<file path="src/rtl/rr_mux_arbiter_if.sv">
// Request/response bundle between N_REQ producers, the round-robin arbiter and one consumer.
// The slave modport is the arbiter's view; master is the environment's view.
interface rr_mux_arbiter_if #(
    parameter int N_REQ = 4,
    parameter int WIDTH = 8
);
    localparam int SRC_W = $clog2(N_REQ);

    logic [N_REQ-1:0]       req_valid;
    logic [N_REQ*WIDTH-1:0] req_data;
    logic [N_REQ-1:0]       req_ready;
    logic                   out_valid;
    logic [WIDTH-1:0]       out_data;
    logic [SRC_W-1:0]       out_src;
    logic                   out_ready;

    modport slave (
        input  req_valid, req_data, out_ready,
        output req_ready, out_valid, out_data, out_src
    );

    modport master (
        output req_valid, req_data, out_ready,
        input  req_ready, out_valid, out_data, out_src
    );
endinterface

</file>
<file path="src/rtl/rr_mux_arbiter.sv">
// Round-robin arbiter sharing one registered N-to-1 mux between N_REQ valid/ready requesters.
// The just-granted requester drops to lowest priority; output register refills while draining.
module rr_mux_arbiter #(
    parameter int N_REQ = 4,
    parameter int WIDTH = 8
) (
    input logic               clk,
    input logic               rst,
    rr_mux_arbiter_if.slave   bus
);
    localparam int SRC_W = $clog2(N_REQ);

    // Rotate requests so ptr sits at bit 0, keep the lowest set bit, rotate back.
    function automatic logic [N_REQ-1:0] rr_grant(input logic [N_REQ-1:0] req,
                                                  input logic [SRC_W-1:0] ptr);
        logic [2*N_REQ-1:0] dbl;
        logic [N_REQ-1:0]   rot;
        logic [N_REQ-1:0]   rot_gnt;
        dbl     = {req, req} >> ptr;
        rot     = dbl[N_REQ-1:0];
        rot_gnt = rot & (~rot + N_REQ'(1));
        dbl     = {rot_gnt, rot_gnt} << ptr;
        return dbl[2*N_REQ-1:N_REQ];
    endfunction

    logic [SRC_W-1:0] ptr_q, ptr_d;
    logic             out_valid_q, out_valid_d;
    logic [WIDTH-1:0] out_data_q, out_data_d;
    logic [SRC_W-1:0] out_src_q, out_src_d;

    logic             load;
    logic [N_REQ-1:0] gnt;
    logic [SRC_W-1:0] gidx;
    logic [WIDTH-1:0] mux_data;
    logic [N_REQ-1:0] req_ready;

    always_comb begin
        // NOTE: every combinational output gets a default first so no path can infer a latch.
        load        = !out_valid_q || bus.out_ready;
        gnt         = rr_grant(bus.req_valid, ptr_q);
        gidx        = '0;
        mux_data    = '0;
        req_ready   = '0;
        ptr_d       = ptr_q;
        out_valid_d = out_valid_q;
        out_data_d  = out_data_q;
        out_src_d   = out_src_q;

        for (int i = 0; i < N_REQ; i++) begin
            if (gnt[i]) begin
                gidx     = gidx | SRC_W'(i);
                mux_data = mux_data | bus.req_data[i*WIDTH +: WIDTH];
            end
        end

        if (load) begin
            if (|gnt) begin
                req_ready   = rst ? '0 : gnt;
                out_valid_d = 1'b1;
                out_data_d  = mux_data;
                out_src_d   = gidx;
                ptr_d       = (gidx == SRC_W'(N_REQ - 1)) ? '0 : gidx + SRC_W'(1);
            end else begin
                out_valid_d = 1'b0;
            end
        end
    end

    // NOTE: sequential state uses non-blocking assignments; the datapath register is reset too.
    always_ff @(posedge clk) begin
        if (rst) begin
            ptr_q       <= '0;
            out_valid_q <= 1'b0;
            out_data_q  <= '0;
            out_src_q   <= '0;
        end else begin
            ptr_q       <= ptr_d;
            out_valid_q <= out_valid_d;
            out_data_q  <= out_data_d;
            out_src_q   <= out_src_d;
        end
    end

    assign bus.req_ready = req_ready;
    assign bus.out_valid = out_valid_q;
    assign bus.out_data  = out_data_q;
    assign bus.out_src   = out_src_q;
endmodule

</file>
<file path="src/flat_wrapper.sv">
// flat-port wrapper written by rule: the top's interface ports become plain ports
module rr_mux_arbiter_flat 
#(
    parameter int N_REQ = 4,
    parameter int WIDTH = 8
)
  (clk, rst, bus_req_valid, bus_req_data, bus_out_ready, bus_req_ready, bus_out_valid, bus_out_data, bus_out_src);
  rr_mux_arbiter_if #(.N_REQ(N_REQ), .WIDTH(WIDTH)) bus_i ();
  input logic clk;
  input logic rst;
  input wire logic [$bits(bus_i.req_valid)-1:0] bus_req_valid;
  input wire logic [$bits(bus_i.req_data)-1:0] bus_req_data;
  input wire logic [$bits(bus_i.out_ready)-1:0] bus_out_ready;
  output wire logic [$bits(bus_i.req_ready)-1:0] bus_req_ready;
  output wire logic [$bits(bus_i.out_valid)-1:0] bus_out_valid;
  output wire logic [$bits(bus_i.out_data)-1:0] bus_out_data;
  output wire logic [$bits(bus_i.out_src)-1:0] bus_out_src;
  assign bus_i.req_valid = bus_req_valid;
  assign bus_i.req_data = bus_req_data;
  assign bus_i.out_ready = bus_out_ready;
  assign bus_req_ready = bus_i.req_ready;
  assign bus_out_valid = bus_i.out_valid;
  assign bus_out_data = bus_i.out_data;
  assign bus_out_src = bus_i.out_src;
  rr_mux_arbiter #(.N_REQ(N_REQ), .WIDTH(WIDTH)) u_core (.clk(clk), .rst(rst), .bus(bus_i));
endmodule
</file>
<file path="config.mk">
export PLATFORM = sky130hd
export DESIGN_NAME = rr_mux_arbiter_flat
export DESIGN_NICKNAME = d
export VERILOG_FILES = /design/src/rtl/rr_mux_arbiter_if.sv /design/src/rtl/rr_mux_arbiter.sv /design/src/flat_wrapper.sv
export SDC_FILE = /design/constraint.sdc
export NUM_CORES = 1
export LEC_CHECK = 0
export CELL_PAD_IN_SITES_DETAIL_PLACEMENT = 0
export CELL_PAD_IN_SITES_GLOBAL_PLACEMENT = 1
export CORE_UTILIZATION = 26
export DETAILED_ROUTE_END_ITERATION = 12
export PLACE_DENSITY = 0.9
export SETUP_SLACK_MARGIN = 0.4
export SLEW_MARGIN = 0
export SYNTH_ARGS = -nofsm -noshare
export SYNTH_HDL_FRONTEND = slang
export SYNTH_SLANG_ARGS = --single-unit
</file>
<file path="constraint.sdc">
create_clock -name clk -period 3.1 [get_ports clk]
set_clock_uncertainty 0.05 [all_clocks]
set_input_delay 0.62 -clock clk [delete_from_list [all_inputs] [get_ports clk]]
set_output_delay 0.62 -clock clk [all_outputs]
set_load 0.05 [all_outputs]
</file>
==> impl_metrics.py, run 1 <==
metrics = {
    "die": {
        "io_pins": 54,
        "die_width_um": 59.92,
        "row_count": 20,
        "start_util": 0.2788,
        "fp.coreArea_mm2": 0.003128,
        "die_area_mm2": 0.003590,
        "die_y_um": 59.92,
    },
    "critical_path": {
        "cp_data_arrival_time_ps": 1940,
        "endpoint": "bus_req_ready[0]",
        "crit_path_end_kind": "output pin",
        "reg2reg_setup_slack_ps": 1390,
        "worstReg2RegEnd": "u_core.bus.out_data[0]",
        "crit_start": "bus_req_valid[3]",
        "path_max_fanout": 13,
        "r2r-start": "u_core.ptr_q[1]",
        "critPathKind": "in -> out",
        "critPathLaunchType": "primary input",
        "reg2reg_depth": 5,
        "critical_path_required_ps": 2430,
    },
    "timing": {
        "slew_headroom": 0.4778,
        "worst_pin_slew_ps": 783.4,
        "hold_viol_final": 0,
        "max_freq_mhz": 382.7,
        "fin_tns_setup_ps": 0,
        "setup_viol": 0,
        "period_share": 0.8430,
        "period_needed_ps": 2613,
        "grt_setup_unrepaired": "yes",
        "fin_ws_ps": 486.6,
        "final_max_slew_viol_count": 0,
    },
    "cells_and_area": {
        "nNetsFinal": 210,
        "antenna_cells": 0,
        "area_growth_pct": 75.61,
        "layout-drive-gt1-share": 0.1118,
    },
    "global_routing": {
        "grt_pass1_vias": 1093,
        "grt_max_degree": 14,
        "grt_antenna_before_repair": 0,
        "grt_first_pass_wirelength_mm": 5.112,
        "grt_overflow": 0,
        "grt_use_total": 0.1924,
    },
    "drt": {
        "vias": 1117,
        "wl_per_cell_um": 14.89,
        "drt_iter0_drc": 26,
        "drc_errors": 0,
        "avgViaCountPerCell": 5.220,
        "antenna_left": 0,
        "finalWirelength_mm": 3.186,
        "first_pass_iters": 4,
    },
    "power": {
        "total_power_uw": 583.2,
        "powerDensity_mw_per_mm2": 380.8,
        "p_leak_nw": 0.6131,
        "vdd_drop_max_v": 0.0001218,
    },
    "yosys": {
        "synth-edff-count": 0,
        "synth_cells": 114,
        "synthArstFlopShare": 0,
        "yosys_warnings": 0,
        "synth_most_common_cell": "o21ai_0",
        "ys_seq_area_frac": 0.2984,
        "avgSynthCellArea_um2": 7.650,
        "synth_largest_area_cell": "dfxtp_1",
        "syn_area_um2": 872.1,
        "synth_top_area_share": 0.2984,
        "ys_seq_elements": 13,
        "synth_fp_nets": 153,
        "synthTopCellsByArea": "dfxtp_1 (30%), o21ai_0 (10%), a221oi_1 (8.0%)",
        "yosys-top-cells-count": "o21ai_0 (18), nand2_1 (14), dfxtp_1 (13), and3_1 (11)",
        "yosys.cell_types.count": 29,
        "synth_ff_type": "dfxtp_1",
    },
    "cts": {
        "post_cts_buffers": 0,
        "cts.sinks": 13,
        "clk_latency_ps": 270,
        "h-tree-depth": 1,
        "cts_root_buffer": "clkbuf_4",
        "numCtsBuffers": 3,
        "clk_pin_slew_ps": 90,
        "clockBufferDepth": 2,
        "cts_tree": "yes",
    },
    "status": {
        "status": "finished, final reports clean",
    },
    "min_path": {
        "hold_depth": 2,
        "min_path_type": "reg -> reg",
    },
    "placement": {
        "dp_slack_ps": 291.3,
        "dpl.hpwl_mm": 2.368,
        "port-buffer-count": 53,
        "place.gp.congestion": 0.8744,
    },
    "job": {
        "drv_cap": 0,
    },
}
-- worst max-delay path, stage by stage --
cell	delay, ps
clkdlybuf4s50_1	490
buf_4	200
nor2b_1	60
a32o_1	210
and3_1	210
buf_12	150
-- cell type report --
cell class / instances / area, um2
Fill cell: 324 / 1597
Timing Repair Buffer: 60 / 623.1
Multi-Input combinational cell: 90 / 555.5
Sequential cell: 13 / 260.3
Tap cell: 44 / 55.05
Clock buffer: 4 / 26.28
Inverter: 3 / 11.26
-- report_power, final --
group | internal (mW) | switching (mW) | total, mW
registers | 0.186 | 0.0140 | 0.199
logic | 0.126 | 0.151 | 0.277
clock network | 0.0498 | 0.0570 | 0.107
total | 0.361 | 0.222 | 0.583
-- logic make-up after synthesis --
group	after synthesis	synth area share
AO/OA/AOI/OAI	51	0.3917
AND/OR/NAND/NOR	38	0.2339
flip-flops	13	0.2984
buffers and inverters	11	0.06456
multiplexers	1	0.01148
-- repair_timing --
item,4_1_cts,5_1_grt
hold buffers,0,0
pin swaps,0,0
resized for setup,2,3
setup endpoints to repair,4,3
gates cloned,0,0
-- cell usage in the layout (no fill, tap or decap), drive strengths merged --
cell type and n:
or3 1, a311oi 1, and3 11, a21o 1
dfxtp 13, buf 11, o211a 2, o2bb2ai 1
inv 3, dlymetal6s2s 1, mux2i 1, o31ai 1
clkbuf 4, nor2 5, a21oi 7, dlygate4sd2 2
clkdlybuf4s50 46, or2 1, a31oi 8, a221oi 8
nand2b 2, nand3 1, o22ai 1, o21ai 19
o21bai 1, nor2b 2, nand2 14, a32o 1
nor4 1
-- metal layers --
layer  vias up  share of wire  track usage
met5         -              0            0
met4         0          0.010      0.07309
met3         2          0.061      0.03896
met2        41           0.49       0.3286
met1       526           0.44       0.2359
li1        548              -            -
-- through the flow --
| step | util | cells | area, um2 | hold WS, ps |
|---|---|---|---|---|
| after CTS | 0.4888 | 214 | 1529 | 415.1 |
| final | 0.4896 | 214 | 1531 | 413.9 |
| after detailed placement | 0.4812 | 210 | 1505 | 403.3 |
| after global routing | 0.4896 | 214 | 1531 | 440.7 |
| after global placement | 0.4812 | 210 | 1505 | 414.6 |
| after floorplan | - | 114 | 872.1 | 541.7 |
-- how the worst min path moves through the flow --
| stage | end | from |
|---|---|---|
| 5_1_grt | u_core.bus.out_src[0] | u_core.bus.out_src[0] |
| 6_report | u_core.bus.out_src[0] | u_core.bus.out_src[0] |
| 2_1_floorplan | u_core.ptr_q[1] | u_core.ptr_q[1] |
| 3_5_place_dp | u_core.bus.out_src[0] | u_core.bus.out_src[0] |
| 4_1_cts | u_core.bus.out_src[0] | u_core.bus.out_src[0] |
| 3_3_place_gp | u_core.bus.out_src[0] | u_core.bus.out_src[0] |
-- sequential cells by signal, indices dropped and copies added, names as in the netlist --
name,flops
u_core.ptr_q,2
u_core.bus.out_src,2
u_core.bus.out_data,8
u_core.bus.out_valid,1
No activity file was read; power rests on OpenSTA's default activity.
==> run 2, diff against run 1 <==
--- a/config.mk
+++ b/config.mk
@@ -7,9 +7,9 @@
 export LEC_CHECK = 0
 export CELL_PAD_IN_SITES_DETAIL_PLACEMENT = 0
 export CELL_PAD_IN_SITES_GLOBAL_PLACEMENT = 1
-export CORE_UTILIZATION = 26
+export CORE_UTILIZATION = 24
 export DETAILED_ROUTE_END_ITERATION = 12
-export PLACE_DENSITY = 0.9
+export PLACE_DENSITY = 0.85
 export SETUP_SLACK_MARGIN = 0.4
 export SLEW_MARGIN = 0
 export SYNTH_ARGS = -nofsm -noshare
==> constraint.sdc (replaced) <==
create_clock -name clk -period 2.72 [get_ports clk]
set_clock_uncertainty 0.05 [all_clocks]
set_input_delay 0.544 -clock clk [delete_from_list [all_inputs] [get_ports clk]]
set_output_delay 0.544 -clock clk [all_outputs]
set_load 0.05 [all_outputs]
==> impl_metrics.py, run 2 (synthesized netlist as in run 1, its figures left out) <==
metrics = {
    "global_routing": {
        "grt_use_total": 0.1751,
        "grt_max_degree": 13,
        "grt_antenna_before_repair": 0,
        "grt_pass1_vias": 1095,
        "grt_first_pass_wirelength_mm": 5.361,
        "grt_overflow": 0,
    },
    "critical_path": {
        "path_max_fanout": 6,
        "critPathLaunchType": "primary input",
        "cp_data_arrival_time_ps": 1680,
        "critPathKind": "in -> out",
        "critical_path_required_ps": 2130,
        "crit_path_end_kind": "output pin",
    },
    "drt": {
        "drc_errors": 0,
        "vias": 1133,
        "wl_per_cell_um": 15.04,
        "first_pass_iters": 4,
        "finalWirelength_mm": 3.309,
        "avgViaCountPerCell": 5.150,
        "drt_iter0_drc": 40,
        "antenna_left": 0,
    },
    "cells_and_area": {
        "final_common_cell": "clkdlybuf4s50_1",
        "nNetsFinal": 214,
        "final_cell_area_mm2": 0.001559,
        "final_cells": 220,
        "antenna_cells": 0,
        "final_cell_mix": "clkdlybuf4s50_1 (45), o21ai_0 (18), nand2_1 (13), dfxtp_1 (13)",
        "fillers": 349,
        "largest_reg_flops": 8,
        "area_growth_pct": 78.77,
        "layout-drive-gt1-share": 0.1552,
        "utilization": 0.4564,
    },
    "placement": {
        "place.gp.congestion": 0.9124,
        "dpl.hpwl_mm": 2.582,
        "port-buffer-count": 53,
        "post_dp_cell_area_mm2": 0.001543,
        "dp_cells": 216,
    },
    "timing": {
        "final_max_slew_viol_count": 0,
        "period_needed_ps": 2272,
        "hold_viol_final": 0,
        "grt_setup_unrepaired": "yes",
        "slew_headroom": 0.6653,
        "worst_pin_slew_ps": 500.5,
        "max_freq_mhz": 440.2,
        "fin_tns_setup_ps": 0,
        "setup_viol": 0,
        "period_share": 0.8351,
    },
    "cts": {
        "cts_tree": "yes",
        "numCtsBuffers": 3,
        "post_cts_buffers": 0,
        "clk_pin_slew_ps": 100,
        "clk_latency_ps": 280,
        "ctsHoldBuffers": 0,
        "h-tree-depth": 1,
        "clockBufferDepth": 2,
        "cts.sinks": 13,
        "cts_root_buffer": "clkbuf_4",
    },
    "die": {
        "die_width_um": 62.28,
        "fp.coreArea_mm2": 0.003416,
        "row_count": 21,
        "start_util": 0.2553,
        "die_area_mm2": 0.003879,
        "die_y_um": 62.28,
        "io_pins": 54,
    },
    "status": {
        "status": "finished, final reports clean",
    },
    "power": {
        "p_leak_nw": 0.6246,
        "powerDensity_mw_per_mm2": 433.0,
        "vdd_drop_max_v": 0.0001409,
        "total_power_uw": 675.1,
    },
    "min_path": {
        "min_path_type": "reg -> reg",
    },
    "job": {
        "drv_cap": 0,
    },
}
run 2: cell count changes in the layout (fill, tap and decap cells not counted), sizes merged:
cell and change:
clkdlybuf4s50 -1, clkbuf +2, dlymetal6s2s -1, buf +4
run 2: path summary, 6_finish.rpt:
check | from | to | slack [ps] | cells past startpoint
max | bus_req_valid[3] | bus_req_ready[2] | 450 | 6
max reg2reg | u_core.ptr_q[1] | u_core.bus.out_data[6] | 1000 | 5
min | u_core.bus.out_src[0] | u_core.bus.out_src[0] | 420 | 2
min reg2reg | u_core.bus.out_src[0] | u_core.bus.out_src[0] | 420 | 2
run 2: area by class of cell:
type                    count  area (um2)  area share
inverters                   3       11.26    0.007223
well taps                  46       57.56     0.03692
repair buffers             64       640.6      0.4109
multi-input cells          90       563.0      0.3612
flip-flops and latches     13       260.3      0.1669
clock buffers               4       26.28     0.01685
run 2: worst max-delay path, cell delays in order:
cell,delay [ps]
dlygate4sd2_1,300
or2_2,340
a21oi_4,130
nor2_1,90
nor2_2,130
buf_12,150
run 2: timing repair:
action / in CTS / in global routing
pin swaps: 0 / 1
gates resized for setup: 4 / 5
endpoints found under the setup margin: 4 / 4
run 2: layer usage:
metal,GRT usage,part of all wire,up-vias
met5,0,0,-
met4,0.05523,0.013,0
met3,0.02206,0.061,4
met2,0.3146,0.50,51
met1,0.2147,0.42,525
li1,-,-,553
run 2: power breakdown:
group / switching (mW) / internal [mW]
combinational: 0.175 / 0.146
clock: 0.0691 / 0.0568
sequential: 0.0169 / 0.211
total: 0.261 / 0.414
run 2: through the flow:
| stage | setup slack [ps] | hold slack, ps |
|---|---|---|
| 3_5_place_dp | 81.03 | 410.0 |
| 5_1_grt | 375.3 | 464.0 |
| 2_1_floorplan | 400.3 | 541.7 |
| 6_report | 448.4 | 421.9 |
| 4_1_cts | 356.5 | 423.5 |
| 3_3_place_gp | 119.2 | 403.2 |
==> run 3, diff against run 2 <==
==> constraint.sdc (replaced) <==
create_clock -name clk -period 2.2 [get_ports clk]
set_clock_uncertainty 0.05 [all_clocks]
set_input_delay 0.44 -clock clk [delete_from_list [all_inputs] [get_ports clk]]
set_output_delay 0.44 -clock clk [all_outputs]
set_load 0.05 [all_outputs]
==> impl_metrics.py, run 3 (synthesized netlist as in run 1, its figures left out) <==
metrics = {
    "cells_and_area": {
        "final_common_cell": "clkdlybuf4s50_1",
        "largest_reg_flops": 8,
        "layout-drive-gt1-share": 0.3069,
        "utilization": 0.5150,
        "nNetsFinal": 229,
        "antenna_cells": 0,
        "area_growth_pct": 101.7,
        "final_cell_mix": "clkdlybuf4s50_1 (32), buf_4 (23), o21ai_0 (17)",
        "final_cell_area_mm2": 0.001759,
    },
    "global_routing": {
        "grt_max_degree": 11,
        "grt_antenna_before_repair": 0,
        "grt_pass1_vias": 1183,
        "grt_use_total": 0.1849,
        "grt_overflow": 0,
        "grt_first_pass_wirelength_mm": 5.616,
    },
    "drt": {
        "avgViaCountPerCell": 5.009,
        "antenna_left": 0,
        "wl_per_cell_um": 14.86,
        "drt_iter0_drc": 39,
        "finalWirelength_mm": 3.493,
        "vias": 1177,
        "drc_errors": 0,
        "first_pass_iters": 4,
    },
    "placement": {
        "post_dp_cell_area_mm2": 0.001664,
        "port-buffer-count": 53,
        "place.gp.congestion": 0.8912,
        "dpl.hpwl_mm": 2.718,
        "dp_slack_ps": -85.74,
    },
    "timing": {
        "slew_headroom": 0.6649,
        "setup_viol": 0,
        "fin_tns_setup_ps": 0,
        "period_share": 0.8569,
        "hold_viol_final": 0,
        "fin_ws_ps": 314.9,
        "final_max_slew_viol_count": 0,
        "grt_setup_unrepaired": "yes",
        "max_freq_mhz": 530.5,
        "worst_pin_slew_ps": 504.7,
        "hold_ws_ps": 424.4,
        "period_needed_ps": 1885,
    },
    "min_path": {
        "min_path_type": "reg -> reg",
    },
    "critical_path": {
        "critical_path_required_ps": 1710,
        "critPathLaunchType": "flop",
        "path_max_fanout": 6,
        "critPathKind": "reg -> out",
        "cp_data_arrival_time_ps": 1400,
        "crit_path_end_kind": "output pin",
    },
    "cts": {
        "h-tree-depth": 1,
        "clockBufferDepth": 2,
        "ctsHoldBuffers": 0,
        "clk_latency_ps": 270,
        "cts.sinks": 13,
        "clk_pin_slew_ps": 80,
        "numCtsBuffers": 3,
        "cts_root_buffer": "clkbuf_4",
        "cts_tree": "yes",
    },
    "die": {
        "fp.coreArea_mm2": 0.003416,
        "io_pins": 54,
        "die_width_um": 62.28,
        "start_util": 0.2553,
        "die_y_um": 62.28,
        "row_count": 21,
        "die_area_mm2": 0.003879,
    },
    "job": {
        "drv_cap": 0,
    },
    "power": {
        "vdd_drop_max_v": 0.0001803,
        "powerDensity_mw_per_mm2": 496.4,
        "p_leak_nw": 0.7619,
    },
    "status": {
        "status": "finished, final reports clean",
    },
}
run 3: cell types whose count changed in the layout (fill, tap and decap cells not counted), sizes merged:
cell / change
clkbuf: -2
dlygate4sd2: +11
buf: +19
clkdlybuf4s50: -13
run 3: routing by layer:
layer / vias to the layer above / global-route usage / routed length (um)
met5: - / 0 / 0
met4: 0 / 0.05233 / 34
met3: 2 / 0.03125 / 217
met2: 48 / 0.3283 / 1773
met1: 542 / 0.2274 / 1468
li1: 585 / - / -
run 3: where the power goes:
| group | switching (mW) | internal, mW |
|---|---|---|
| logic | 0.237 | 0.205 |
| clock network | 0.0783 | 0.0702 |
| registers | 0.0212 | 0.262 |
run 3: final timing paths:
check                                            from                endpoint  slack, ps  depth (start not counted)
worst max-delay path                  u_core.ptr_q[1]        bus_req_ready[0]        310                          4
worst min-delay path            u_core.bus.out_src[0]   u_core.bus.out_src[0]        420                          2
worst max register to register        u_core.ptr_q[1]  u_core.bus.out_data[0]        570                          6
worst min register to register  u_core.bus.out_src[0]   u_core.bus.out_src[0]        420                          2
run 3: per-stage QoR:
stage                     std cells  power (mW)
after floorplan                 114      0.5224
after global placement          225      0.7123
after detailed placement        225      0.7200
after CTS                       234      0.8673
after global routing            235      0.9245
final                           235      0.8732
run 3: timing repair:
action,in CTS,in global routing
resized for setup,42,7
pin swaps,4,2
setup buffers,5,1
endpoints found under the setup margin,27,4
run 3: worst max-delay path, stage by stage (launching register included):
cell and delay (ps):
dfxtp_4 410, o21ai_1 90, a32o_2 280, and3_4 190, buf_12 140
run 3: layout make-up:
class                   count  area [um2]
fillers                   335        1657
repair buffers             79       740.7
multi-input cells          90       653.1
flip-flops and latches     13       267.8
well taps                  46       57.56
clock buffers               4       26.28
inverters                   3       13.76
